**src/rtl/updn_cmd_gen.sv**
```systemverilog
// Button front end for the 5-bit up/down counter: sync, debounce, press/auto-repeat
// pulse generation, Load > Down > Up arbitration and High/Low request gating.
module updn_cmd_gen #(
  parameter int WIDTH         = 5,
  parameter int DB_CYCLES     = 4,
  parameter int HOLD_DELAY    = 16,
  parameter int REPEAT_PERIOD = 8
) (
  input  logic             CLK,
  input  logic             RST,
  input  logic             BTN_UP,
  input  logic             BTN_DN,
  input  logic             BTN_LD,
  input  logic [WIDTH-1:0] SW,
  input  logic             High,
  input  logic             Low,
  output logic             Up,
  output logic             Down,
  output logic             Load,
  output logic [WIDTH-1:0] IN
);

  localparam int CW = $clog2(DB_CYCLES + 1);
  localparam int HP = (HOLD_DELAY > REPEAT_PERIOD) ? HOLD_DELAY : REPEAT_PERIOD;
  localparam int HW = $clog2(HP + 1);
  localparam logic [CW-1:0] DB_LAST   = CW'(DB_CYCLES - 1);
  localparam logic [HW-1:0] HOLD_LOAD = HW'(HOLD_DELAY - 1);
  localparam logic [HW-1:0] REP_LOAD  = HW'(REPEAT_PERIOD - 1);

  // bit 0 = up, bit 1 = down, bit 2 = load
  logic [2:0]    btn_raw;
  logic [2:0]    sync1;
  logic [2:0]    sync2;
  logic [2:0]    db;
  logic [2:0]    db_prev;
  logic [2:0]    press;
  logic [CW-1:0] db_cnt [3];
  logic [HW-1:0] hold_cnt [2];
  logic [1:0]    rpt;
  logic          up_evt;
  logic          dn_evt;
  logic          ld_evt;

  assign btn_raw = {BTN_LD, BTN_DN, BTN_UP};

  always_ff @(posedge CLK or negedge RST) begin
    if (!RST) begin
      sync1   <= '0;
      sync2   <= '0;
      db      <= '0;
      db_prev <= '0;
      for (int i = 0; i < 3; i++) db_cnt[i] <= '0;
    end else begin
      sync1   <= btn_raw;
      sync2   <= sync1;
      db_prev <= db;
      for (int i = 0; i < 3; i++) begin
        if (sync2[i] != db[i]) begin
          if (db_cnt[i] == DB_LAST) begin
            db[i]     <= ~db[i];
            db_cnt[i] <= '0;
          end else begin
            db_cnt[i] <= db_cnt[i] + 1'b1;
          end
        end else begin
          db_cnt[i] <= '0;
        end
      end
    end
  end

  assign press = db & ~db_prev;

  // Hold timer reaching zero marks a repeat slot; the press cycle itself is excluded.
  always_comb begin
    rpt = '0;
    for (int i = 0; i < 2; i++) begin
      rpt[i] = db[i] && !press[i] && (hold_cnt[i] == '0);
    end
  end

  always_ff @(posedge CLK or negedge RST) begin
    if (!RST) begin
      for (int i = 0; i < 2; i++) hold_cnt[i] <= '0;
    end else begin
      for (int i = 0; i < 2; i++) begin
        if (!db[i])        hold_cnt[i] <= '0;
        else if (press[i]) hold_cnt[i] <= HOLD_LOAD;
        else if (rpt[i])   hold_cnt[i] <= REP_LOAD;
        else               hold_cnt[i] <= hold_cnt[i] - 1'b1;
      end
    end
  end

  assign up_evt = press[0] | rpt[0];
  assign dn_evt = press[1] | rpt[1];
  assign ld_evt = press[2];

  // A gated winner still owns the cycle, so the lower-priority event is lost.
  always_ff @(posedge CLK or negedge RST) begin
    if (!RST) begin
      Up   <= 1'b0;
      Down <= 1'b0;
      Load <= 1'b0;
      IN   <= '0;
    end else begin
      Up   <= 1'b0;
      Down <= 1'b0;
      Load <= 1'b0;
      if (ld_evt) begin
        Load <= 1'b1;
        IN   <= SW;
      end else if (dn_evt) begin
        Down <= !Low;
      end else if (up_evt) begin
        Up <= !High;
      end
    end
  end

endmodule

```
**config.mk**
```make
export PLATFORM = sky130hd
export DESIGN_NAME = updn_cmd_gen
export DESIGN_NICKNAME = d
export VERILOG_FILES = /design/src/rtl/updn_cmd_gen.sv
export SDC_FILE = /design/constraint.sdc
export NUM_CORES = 1
export LEC_CHECK = 0
export ABC_AREA = 1
export CORE_ASPECT_RATIO = 1.75
export CORE_UTILIZATION = 57
export DETAILED_ROUTE_END_ITERATION = 8
export PLACE_DENSITY_LB_ADDON = 0.15
export SETUP_SLACK_MARGIN = 0.4
export SYNTH_ARGS = -nofsm -noshare
export SYNTH_HDL_FRONTEND = slang
export SYNTH_SLANG_ARGS = --single-unit
```
**constraint.sdc**
```tcl
create_clock -name CLK -period 1.8 [get_ports CLK]
set_input_delay 0.18 -clock CLK [delete_from_list [all_inputs] [get_ports CLK]]
set_output_delay 0.18 -clock CLK [all_outputs]
set_load 0.02 [all_outputs]
```
==> metrics.yaml <==
status: "finished, violations left"
violations_in_the_final_reports: "hold timing"
post-route-min-period_ns: 1.20
io_pins: 20
crit-reg2reg-launch: "hold_cnt[5]"
global_route.usage.total_pct: 21.4
area.growth.synth_to_final_pct: 18.3
initial_utilization_pct: 59.8
cts_hold_repair.buffers: 0
finalSetupViolCount: 0
clkTransAtPathRegs_ns: 0.07
timing.critical_path.arrival_ns: 1.42
core_area_um2: 2660
die_area_um2: 3010
total_power_mw: 3.15
netlist.area_leader.share_pct: 61.4
cts.htree.levels: 2
yosys_warnings: 0
critical_path_class: "register to register"
die_height_um: 71.9
hold_path.class: "primary input to async pin"
yosys_most_used_dff: "dfrtp_1"
avgViaCountPerCell: 5.06
slowest_stage: "dfrtp_1"
maxCapViolCount: 0
share_of_final_layout_standard_cells_stronger_than_drive_strength_1_pct: 12.5
post_synth.cell_area_avg_um2: 10.5
worst_slew_margin_rel_pct: 46.4
synth_seq_cells: 39
cp-start-kind: "register"
cp.buffers_inverters: 1
post_drt_wl_per_cell_um: 13.0
cts_tree: "yes"
timing.clock.skew_ns: 0.00302
path_common_cell: "nand2_1"
synthesis.instances: 151
cts_buffers: 5
endpoint_kind: "register"
final-hold-violation-count: 39
worst_hold_slack_ns: -0.0231
synth-edff-count: 0
critical_path.top_delay_family: "simple AND/OR/NAND/NOR gates"
final.setup.tns_ns: 0
ys_async_sr_fraction_pct: 100
grt_pass1_vias: 1106
synth_cell_type_count: 27
grt_overflow: 0
clk_root_buf: "clkbuf_8"
layout.nets: 192
antenna_cells_inserted: 0
setup.worst_path.start: "hold_cnt[5]"
clockBufferDepth: 2
route.detailed.drc: 0
cts.sink_count: 39
drt_pre_antenna_iters: 4
synth_area_leaders: "dfrtp_1 61%, nand2_1 9.2%, inv_1 4.5%"
fmax_mhz: 832
worst-slew-pin-transition_ns: 0.805
routabilityCongestion: 0.776
portBuffers: 19
power_per_cell_area_nw_per_um2: 1670
die_width_um: 41.9
placement_rows: 25
max-vdd-ir-drop_mv: 1.10
timing_max_transition_violations_final: 0
critical_path_required_ns: 2.02
filler_cell_count: 209
reg2reg_path_depth: 6
worstPathCellList: "inv_1 -> ha_1 -> nand3_2 -> nand2_1 -> nand2_1 -> nor2_1"
antenna_found_initial: 0
path_depth: 6
yosys-top-cells-count: "39 x dfrtp_1, 39 x nand2_1, 19 x inv_1"
grt_start_max_net_pins: 40
dpl.hpwl_um: 1890
worst-path-max-fanout: 4
seq_area_frac_synth_pct: 61.4
netlist.top_cell.by_area: "dfrtp_1"
clk-insertion-delay-late_ns: 0.29
route.antenna.remaining_nets: 0
grt_setup_unrepaired: "false"
vias: 1027
mappedNetlistArea_um2: 1590
synth_nets: 168
wire_length_of_the_first_global_routing_pass_um: 4700
wirelength_um: 2650
drt_iter0_markers: 18
power.static_leakage_nw: 0.974
layout_worst_path_cycle_share_pct: 66.7
crit_path_max_incr_delay_ns: 0.38
-- where the power goes --
group          switching [mW]  internal, mW  leakage (nW)
combinational           0.651         0.457         0.435
clock                   0.282         0.349        0.0515
sequential              0.238          1.17         0.487
-- per-stage QoR --
step / util (%) / cells / area [um2] / setup slack, ns
global route: 70.7 / 203 / 1880 / 0.522
detailed placement: 67.3 / 195 / 1790 / 0.629
finish: 70.7 / 203 / 1880 / 0.599
global placement: 67.3 / 195 / 1790 / 0.688
CTS: 70.7 / 203 / 1880 / 0.605
floorplan: - / 151 / 1590 / 0.748
-- sequential cells by signal, summed over array words and instances (netlist names) --
| register | cells |
|---|---|
| hold_cnt | 10 |
| db_cnt | 9 |
| IN | 5 |
| db | 3 |
| db_prev | 3 |
| sync1 | 3 |
| sync2 | 3 |
| Down | 1 |
| Load | 1 |
| Up | 1 |
-- path summary, 6_finish.rpt --
check | to | slack, ns
min reg2reg | sync2[1] | 0.35
max reg2reg | Up | 0.60
min | hold_cnt[8] | -0.02
max in group asynchronous | IN[1] | 1.31
min in group CLK | sync1[1] | 0.32
max | Up | 0.60
-- final cells by class --
cell class | count | area, um2 | share of cell area [%]
flip-flops and latches | 39 | 976 | 51.9
inverters | 22 | 85.1 | 4.52
repair buffers | 19 | 175 | 9.31
clock buffers | 8 | 100 | 5.32
multi-input cells | 88 | 510 | 27.1
well taps | 27 | 33.8 | 1.80
-- routing by layer --
metal	share of wire (%)	vias up	global-route usage, %	wire (um)
met5	0	-	0	0
met4	2.3	0	10.0	61
met3	3.2	6	7.05	84
met2	56	13	37.8	1490
met1	38	496	22.4	1010
li1	-	512	-	-
-- cell families after synthesis --
family / synth area share, %
AOI/OAI and AO/OA: 3.70
xor gates and xnor gates: 3.70
adders and majority gates: 3.93
buffers and inverters: 6.53
DFF: 61.4
and+or+nand+nor: 20.8
-- placed cells by master (no fill, tap or decap) --
cell             count
nor3_2               1
ha_1                 5
nor3_1               3
nor2_2               2
nand3_2              1
inv_1               19
a21oi_1              4
clkbuf_8             7
nand3_1              5
buf_2                1
inv_4                1
nor2_4               1
nand2_1             39
nor3b_1              1
dlygate4sd2_1        8
clkbuf_1             1
xnor2_2              2
xnor2_1              1
clkdlybuf4s50_1     10
a21oi_2              1
o21ai_0              3
o211ai_1             2
nand4_2              1
nor2_1               9
nand3b_1             2
dfrtp_1             39
nor3b_2              2
or2_1                1
inv_2                2
xor2_1               2
-- what timing repair did --
item / in CTS / in global routing
gates resized for setup: 8 / 0
setup endpoints to repair: 8 / 0
setup buffers: 0 / 0
(Power assumes the default switching activity.)
